===== src/rtl/frame_scheduler.sv =====
// Frame-locked scheduler for the ws2811 driver array: frame timer, double-buffer
// bank control, universe completion tracking and a synchronised start to all drivers.
module frame_scheduler #(
  parameter int UNIVERSES   = 16,
  parameter int CLOCK       = 50000000,
  parameter int FRAME_RATE  = 20,
  parameter int STALE_LIMIT = 5
) (
  input  logic                 clk,
  input  logic                 rst_n,
  input  logic                 rx_done,
  input  logic [7:0]           rx_universe,
  input  logic [UNIVERSES-1:0] sending,
  output logic [UNIVERSES-1:0] start,
  output logic                 rx_bank,
  output logic                 tx_bank,
  output logic                 frame_tick,
  output logic [UNIVERSES-1:0] pending,
  output logic                 forced,
  output logic                 err_range,
  output logic                 err_dup
);

  localparam int PERIOD  = CLOCK / FRAME_RATE;
  localparam int CNT_W   = $clog2(PERIOD);
  localparam int STALE_W = $clog2(STALE_LIMIT + 1);

  typedef enum logic [1:0] {IDLE, DRAIN, SWAP} state_t;

  state_t               state, state_nxt;
  logic [CNT_W-1:0]     tick_cnt;
  logic [STALE_W-1:0]   stale_cnt, stale_nxt, stale_inc;
  logic                 force_q, force_nxt;
  logic                 rx_in_range;
  logic                 rx_valid;
  logic [UNIVERSES-1:0] rx_onehot;

  // Frame timer runs free regardless of scheduler state.
  always_ff @(posedge clk) begin
    if (!rst_n)          tick_cnt <= '0;
    else if (frame_tick) tick_cnt <= '0;
    else                 tick_cnt <= tick_cnt + CNT_W'(1);
  end

  assign frame_tick  = (tick_cnt == CNT_W'(PERIOD - 1));
  assign tx_bank     = ~rx_bank;
  assign rx_in_range = (int'(rx_universe) < UNIVERSES);
  assign rx_valid    = rx_done && rx_in_range;
  assign rx_onehot   = rx_valid ? (UNIVERSES'(1) << rx_universe) : '0;
  assign stale_inc   = stale_cnt + STALE_W'(1);

  always_comb begin
    state_nxt = state;
    stale_nxt = stale_cnt;
    force_nxt = force_q;
    case (state)
      IDLE: begin
        if (frame_tick) begin
          if (&pending) begin
            state_nxt = DRAIN;
            stale_nxt = '0;
          end else if (|pending) begin
            stale_nxt = stale_inc;
            if (stale_inc >= STALE_W'(STALE_LIMIT)) begin
              state_nxt = DRAIN;
              force_nxt = 1'b1;
            end
          end
        end
      end
      DRAIN: begin
        if (sending == '0) state_nxt = SWAP;
      end
      SWAP: begin
        state_nxt = IDLE;
        stale_nxt = '0;
        force_nxt = 1'b0;
      end
      default: state_nxt = IDLE;
    endcase
  end

  always_ff @(posedge clk) begin
    if (!rst_n) begin
      state     <= IDLE;
      stale_cnt <= '0;
      force_q   <= 1'b0;
      rx_bank   <= 1'b0;
      pending   <= '0;
      start     <= '0;
      forced    <= 1'b0;
      err_range <= 1'b0;
      err_dup   <= 1'b0;
    end else begin
      state     <= state_nxt;
      stale_cnt <= stale_nxt;
      force_q   <= force_nxt;
      err_range <= rx_done && !rx_in_range;
      err_dup   <= |(pending & rx_onehot);
      // An rx_done landing in SWAP wrote the bank now going on display, so it is dropped.
      if (state == SWAP) begin
        rx_bank <= ~rx_bank;
        pending <= '0;
        start   <= '1;
        forced  <= force_q;
      end else begin
        pending <= pending | rx_onehot;
        start   <= '0;
        forced  <= 1'b0;
      end
    end
  end

endmodule


===== config.mk =====
export PLATFORM = sky130hd
export DESIGN_NAME = frame_scheduler
export DESIGN_NICKNAME = d
export VERILOG_FILES = /design/src/rtl/frame_scheduler.sv
export SDC_FILE = /design/constraint.sdc
export NUM_CORES = 1
export LEC_CHECK = 0
export BUFFER_PORTS_ARGS = -buffer_cell sky130_fd_sc_hd__buf_2
export CORE_MARGIN = 1.5
export CORE_UTILIZATION = 51
export DETAILED_ROUTE_END_ITERATION = 12
export PLACE_DENSITY = 0.75
export SKIP_CTS_REPAIR_TIMING = 1
export SKIP_LAST_GASP = 1
export SLEW_MARGIN = 40
export SYNTH_ARGS = -nofsm -noshare
export SYNTH_HDL_FRONTEND = slang
export SYNTH_SLANG_ARGS = --single-unit

===== constraint.sdc =====
create_clock -name clk -period 2.25 [get_ports clk]
set_clock_uncertainty 0.05 [all_clocks]
set_input_delay 0.45 -clock clk [delete_from_list [all_inputs] [get_ports clk]]
set_output_delay 0.45 -clock clk [all_outputs]
set_load 0.03 [all_outputs]

==> results.sh, run 1 <==
export IMPL_pwr_share_comb_pct=5.9
export IMPL_antenna_found_initial=0
export IMPL_syn_inst=278
export IMPL_yosysWarnings=0
export IMPL_setup_ws_ns=0.0762
export IMPL_peakVddDrop_mv=0.331
export IMPL_grt_max_degree=23
export IMPL_final_hold_viol_count=0
export IMPL_fin_util_pct=61.9
export IMPL_drtPass1Iterations=4
export IMPL_die_w_um=71.3
export IMPL_seq_power_share_pct=60.1
export IMPL_clkPwrFrac_pct=34.0
export IMPL_core_area_mm2=0.00441
export IMPL_clock_fmax_mhz=460
export IMPL_netlist_area_mm2=0.00238
export IMPL_num_rows=24
export IMPL_placed_area_mm2=0.00264
export IMPL_first_iter_violations=140
export IMPL_cts_buffers=5
export IMPL_setup_viol=0
export IMPL_synth_edff_count=0
export IMPL_critPathMaxFanout=4
export IMPL_wl_per_cell_um=13.0
export IMPL_post_dp_hpwl_um=3770
export IMPL_min_path_type="in -> reg"
export IMPL_track_usage_pct=20.3
export IMPL_drive_gt1_share_pct=26.4
export IMPL_synth_nets=308
export IMPL_p_leak_nw=1.10
export IMPL_io_pins=65
export IMPL_design_area_mm2=0.00273
export IMPL_path_class="reg -> out"
export IMPL_crit_chain="nand2_1 -> or4_4 -> nor2_2 -> clkbuf_4"
export IMPL_worstSetupEndpointType="output port"
export IMPL_synth_seq_cells=49
export IMPL_clock_sinks=49
export IMPL_final_max_slew_violation_count=0
export IMPL_grt_pass1_vias=1778
export IMPL_max_stage_delay_ns=0.53
export IMPL_routed_via_density=5.49
export IMPL_sw_frac_of_total_pct=23.0
export IMPL_initial_core_util_pct=53.9
export IMPL_start_kind="flop"
export IMPL_dieHeight_um=71.3
export IMPL_n_antenna_cell=0
export IMPL_drc_errors=0
export IMPL_cts_tree="built"
export IMPL_synth_area_per_cell_um2=8.56
export IMPL_final_antenna_net_count=0
export IMPL_outcome="completed"
export IMPL_io_buffers=64
export IMPL_cts_root_buf="clkbuf_8"
export IMPL_htree_levels=2
export IMPL_cts_buffer_depth=2
export IMPL_async_flop_share_pct=0
export IMPL_ys_flop_type="dfxtp_1"
export IMPL_ys_seq_area_share_pct=41.2
export IMPL_worst_slew_pin_slew_ns=0.519
export IMPL_p_sw_mw=0.336
export IMPL_required_ns=1.75
export IMPL_die_area_mm2=0.00508
export IMPL_internal_power_mw=1.12
export IMPL_fin_crit_sh_pct=96.6
export IMPL_grt_ovfl_total=0
export IMPL_slowest_stage="or4_4"
export IMPL_drt_total_wl_um=4980
export IMPL_min_period_ns=2.17
export IMPL_place_congestion=0.853
export IMPL_fin_nets=359
export IMPL_cp_data_arrival_time_ns=1.67
export IMPL_clk_pin_slew_worst_paths_ns=0.08
export IMPL_fillers=400
export IMPL_grt_pass1_wl_um=8200
export IMPL_num_vias=2098
export IMPL_yosys_cell_types_count=46
export IMPL_clk_latency_ns=0.30
export IMPL_drv_cap=0
export IMPL_place_ws_ns=0.324
export IMPL_syn_to_final_growth_pct=14.8
export IMPL_relSlewSlack_pct=65.0
export IMPL_p_per_area_mw_per_mm2=534
metrics by stage:
stage | total power, mW | setup TNS, ns | instances | hold WS [ns]
finish | 1.46 | 0 | 382 | 0.334
global route | 1.53 | -0.0183 | 382 | 0.352
CTS | 1.48 | -0.0206 | 382 | 0.327
detailed placement | 0.983 | 0 | 374 | 0.387
global placement | 0.983 | 0 | 374 | 0.372
floorplan | 0.942 | 0 | 278 | 0.363
critical path, delay by kind of cell (launching register included):
family,cells,cell delay (ns)
DFF,1,0.38
buffers and inverters,1,0.21
and+or+nand+nor,3,0.77
cell usage in the layout (no fill, tap or decap), types with 6 or more instances in the layout:
cell type,synthesis,final
nor2_1,41,40
xor2_1,6,6
dfxtp_1,49,48
buf_2,2,63
inv_1,9,9
nand2_1,15,15
nor4_1,12,12
a21oi_1,24,24
nand4_1,13,13
xnor2_1,12,12
nand3_1,7,7
nor3_1,10,10
power groups by stage:
stage	clock, mW	combinational, mW	sequential, mW
2_1_floorplan	0	0.0422	0.900
3_3_place_gp	0	0.0857	0.897
3_5_place_dp	0	0.0860	0.897
4_1_cts	0.520	0.0861	0.877
5_1_grt	0.552	0.0954	0.878
6_report	0.495	0.0863	0.877
metal layers:
layer	share of wire [%]	routed length [um]	track usage, %	up-vias
li1	-	-	-	1079
met2	45	2220	31.5	68
met1	47	2340	27.3	940
met5	0	0	0	-
met4	2.2	112	7.97	0
met3	6.2	308	5.34	11
cells by family (layout without fill, tap and decap cells):
family,Yosys count,count (layout),synth area share (%)
DFF,49,49,41.2
muxes,3,3,1.89
and+or+nand+nor,129,129,29.2
xor gates and xnor gates,18,18,6.63
buffers and inverters,32,84,7.52
AOI/OAI and AO/OA,44,44,11.9
adders and majority gates,3,3,1.58
registers in the layout, summed over array words and instances (netlist names):
signal / cells
err_dup: 1
err_range: 1
start: 1
tick_cnt: 22
pending: 16
stale_cnt: 3
force_q: 1
forced: 1
rx_bank: 1
state: 2
final timing paths:
path,start,endpoint,slack (ns),depth (start not counted)
setup / recovery,tick_cnt[8],frame_tick,0.08,4
hold / removal,rx_done,err_range,0.33,3
setup reg to reg,pending[9],stale_cnt[0],0.34,5
hold reg to reg,tick_cnt[0],tick_cnt[0],0.39,1
final cells by class:
type | instances | area [um^2] | share of cell area (%)
multi-input cells | 197 | 1220 | 44.8
flip-flops and latches | 49 | 982 | 36.0
repair buffers | 67 | 345 | 12.6
clock buffers | 6 | 72.6 | 2.66
well taps | 52 | 65.1 | 2.38
inverters | 9 | 33.8 | 1.24
clock inverters | 2 | 10.0 | 0.366
synth_stat cells, drive strengths merged, types with 2 or more instances:
cell type	instances	area, um^2
clkbuf	6	22.5
dfxtp	49	981
nand2b	5	31.3
o21ai	4	20.0
or3	3	18.8
nor2	41	154
o211ai	2	15.0
and2	4	25.0
nor2b	4	25.0
inv	9	33.8
and3	2	12.5
mux2	2	22.5
nand3b	2	15.0
nand2	15	56.3
nand4	13	81.3
a31oi	2	12.5
ha	3	37.5
nor3b	3	22.5
buf	17	123
a21oi	24	120
and4	4	35.0
nor4	14	109
xnor2	12	105
nand3	7	35.0
xor2	6	52.6
nor3	10	50.1
Note: power is estimated with default switching activity, not from simulation.
==> run 2, diff against run 1 <==
==> constraint.sdc (replaced) <==
create_clock -name clk -period 2.5 [get_ports clk]
set_clock_uncertainty 0.05 [all_clocks]
set_input_delay 0.5 -clock clk [delete_from_list [all_inputs] [get_ports clk]]
set_output_delay 0.5 -clock clk [all_outputs]
set_load 0.03 [all_outputs]
==> results.sh, run 2 (synthesis gave the netlist of run 1 again) <==
export IMPL_grt_pass1_wl_um=8310
export IMPL_cp_data_arrival_time_ns=1.77
export IMPL_ff_latch_area_um2=981
export IMPL_clkPwrFrac_pct=34.9
export IMPL_place_congestion=0.846
export IMPL_sw_frac_of_total_pct=22.2
export IMPL_worst_slew_pin_slew_ns=0.480
export IMPL_cts_root_buf="clkbuf_8"
export IMPL_fin_nets=358
export IMPL_antenna_found_initial=0
export IMPL_clk_latency_ns=0.30
export IMPL_met3_usage_pct=4.22
export IMPL_cts_buffer_depth=2
export IMPL_holdPathStages=1
export IMPL_cp_depth=4
export IMPL_r2r_start="tick_cnt[0]"
export IMPL_path_class="reg -> out"
export IMPL_slowest_stage="or4_4"
export IMPL_r2r_slack_ns=0.59
export IMPL_outcome="completed"
export IMPL_dieHeight_um=71.3
export IMPL_internal_power_mw=1.04
export IMPL_clock_fmax_mhz=430
export IMPL_multi_input_area_mm2=0.00122
export IMPL_io_pins=65
export IMPL_layout_top_registers="tick_cnt (22), pending (16), stale_cnt (3)"
export IMPL_gr_usage_met2_pct=32.9
export IMPL_grt_util_met1_pct=27.0
export IMPL_relSlewSlack_pct=67.7
export IMPL_final_hold_viol_count=0
export IMPL_max_stage_delay_ns=0.53
export IMPL_cp_top_family="simple AND/OR/NAND/NOR gates"
export IMPL_start_kind="flop"
export IMPL_drc_errors=0
export IMPL_first_iter_violations=124
export IMPL_syn_to_final_growth_pct=14.4
export IMPL_grt_ovfl_total=0
export IMPL_grt_pass1_vias=1890
export IMPL_num_rows=24
export IMPL_io_buffers=64
export IMPL_min_to="tick_cnt[0]"
export IMPL_r2r_cells=6
export IMPL_drv_cap=0
export IMPL_crit_chain="nand2_1 -> or4_4 -> nor2_1 -> buf_2"
export IMPL_place_ws_ns=0.506
export IMPL_num_vias=2129
export IMPL_grt_busiest_layer="met2"
export IMPL_drive_gt1_share_pct=25.0
export IMPL_r2r_end="stale_cnt[0]"
export IMPL_tns_ns=0
export IMPL_p_sw_mw=0.295
export IMPL_n_antenna_cell=0
export IMPL_p_per_area_mw_per_mm2=489
export IMPL_final_max_slew_violation_count=0
export IMPL_initial_core_util_pct=53.9
export IMPL_critPathMaxFanout=5
export IMPL_cts_tree="built"
export IMPL_p_leak_nw=1.10
export IMPL_fin_crit_sh_pct=93.0
export IMPL_seq_power_share_pct=59.3
export IMPL_layout_common_cells="64 x buf_2, 49 x dfxtp_1, 41 x nor2_1, 24 x a21oi_1, 15 x nand2_1"
export IMPL_layout_commonest_cell="buf_2"
export IMPL_cts_buffers=5
export IMPL_final_cells=380
export IMPL_setup_viol=0
export IMPL_clock_sinks=49
export IMPL_htree_levels=2
export IMPL_min_from="tick_cnt[0]"
export IMPL_path_buf_inv=1
export IMPL_top_register="tick_cnt"
export IMPL_grt_max_degree=23
export IMPL_die_w_um=71.3
export IMPL_wl_per_cell_um=13.1
export IMPL_final_antenna_net_count=0
export IMPL_die_area_mm2=0.00508
export IMPL_rsz0062_at_grt="false"
export IMPL_worstSetupEndpointType="output port"
export IMPL_min_path_type="reg -> reg"
export IMPL_setup_ws_ns=0.175
export IMPL_required_ns=1.95
export IMPL_pwr_share_comb_pct=5.9
export IMPL_routed_via_density=5.60
export IMPL_drtPass1Iterations=4
export IMPL_track_usage_pct=20.3
export IMPL_drt_total_wl_um=4970
export IMPL_placed_cells=373
export IMPL_largest_register_ffs=22
export IMPL_min_period_ns=2.32
export IMPL_core_area_mm2=0.00441
export IMPL_fillers=391
export IMPL_post_dp_hpwl_um=3720
export IMPL_fin_util_pct=61.6
export IMPL_peakVddDrop_mv=0.439
export IMPL_clk_pin_slew_worst_paths_ns=0.08
export IMPL_p_total_mw=1.33
## run 2: worst max-delay path by stage
stage                       end  slack, ns      startpoint
global placement     pending[5]       0.55  rx_universe[6]
CTS                  frame_tick       0.20     tick_cnt[7]
floorplan            frame_tick       0.51     tick_cnt[7]
global route         frame_tick        0.1     tick_cnt[0]
detailed placement  pending[11]       0.51  rx_universe[6]
finish               frame_tick       0.18     tick_cnt[7]
## run 2: routing by layer
metal | wire length (um) | vias to the layer above
li1 | - | 1079
met1 | 2320 | 968
met2 | 2270 | 74
met3 | 301 | 8
met4 | 82 | 0
met5 | 0 | -
## run 2: cell type report
type / count / area share [%]
repair buffers: 66 / 12.3
inverters: 9 / 1.24
flip-flops and latches: 49 / 36.1
multi-input cells: 197 / 44.8
well taps: 52 / 2.39
clock buffers: 7 / 3.17
## run 2: stage by stage
stage | hold slack [ns] | cell area (um^2)
detailed placement | 0.384 | 2630
CTS | 0.382 | 2720
global placement | 0.374 | 2630
finish | 0.388 | 2720
floorplan | 0.363 | 2380
global route | 0.412 | 2720
## run 2: worst reg2reg max path, delay by kind of cell, from the launching register on
family                     cells  cell delay [ns]
AOI/OAI and AO/OA              2             0.42
muxes                          1             0.28
adders and majority gates      1             0.21
and+or+nand+nor                2             0.52
DFF                            1             0.35
## run 2: power by group through the flow
stage / sequential, mW / combinational, mW / clock (mW)
after floorplan: 0.810 / 0.0380 / 0
after global placement: 0.807 / 0.0770 / 0
after detailed placement: 0.808 / 0.0777 / 0
after CTS: 0.789 / 0.0780 / 0.479
after global routing: 0.790 / 0.0874 / 0.504
final: 0.789 / 0.0780 / 0.464
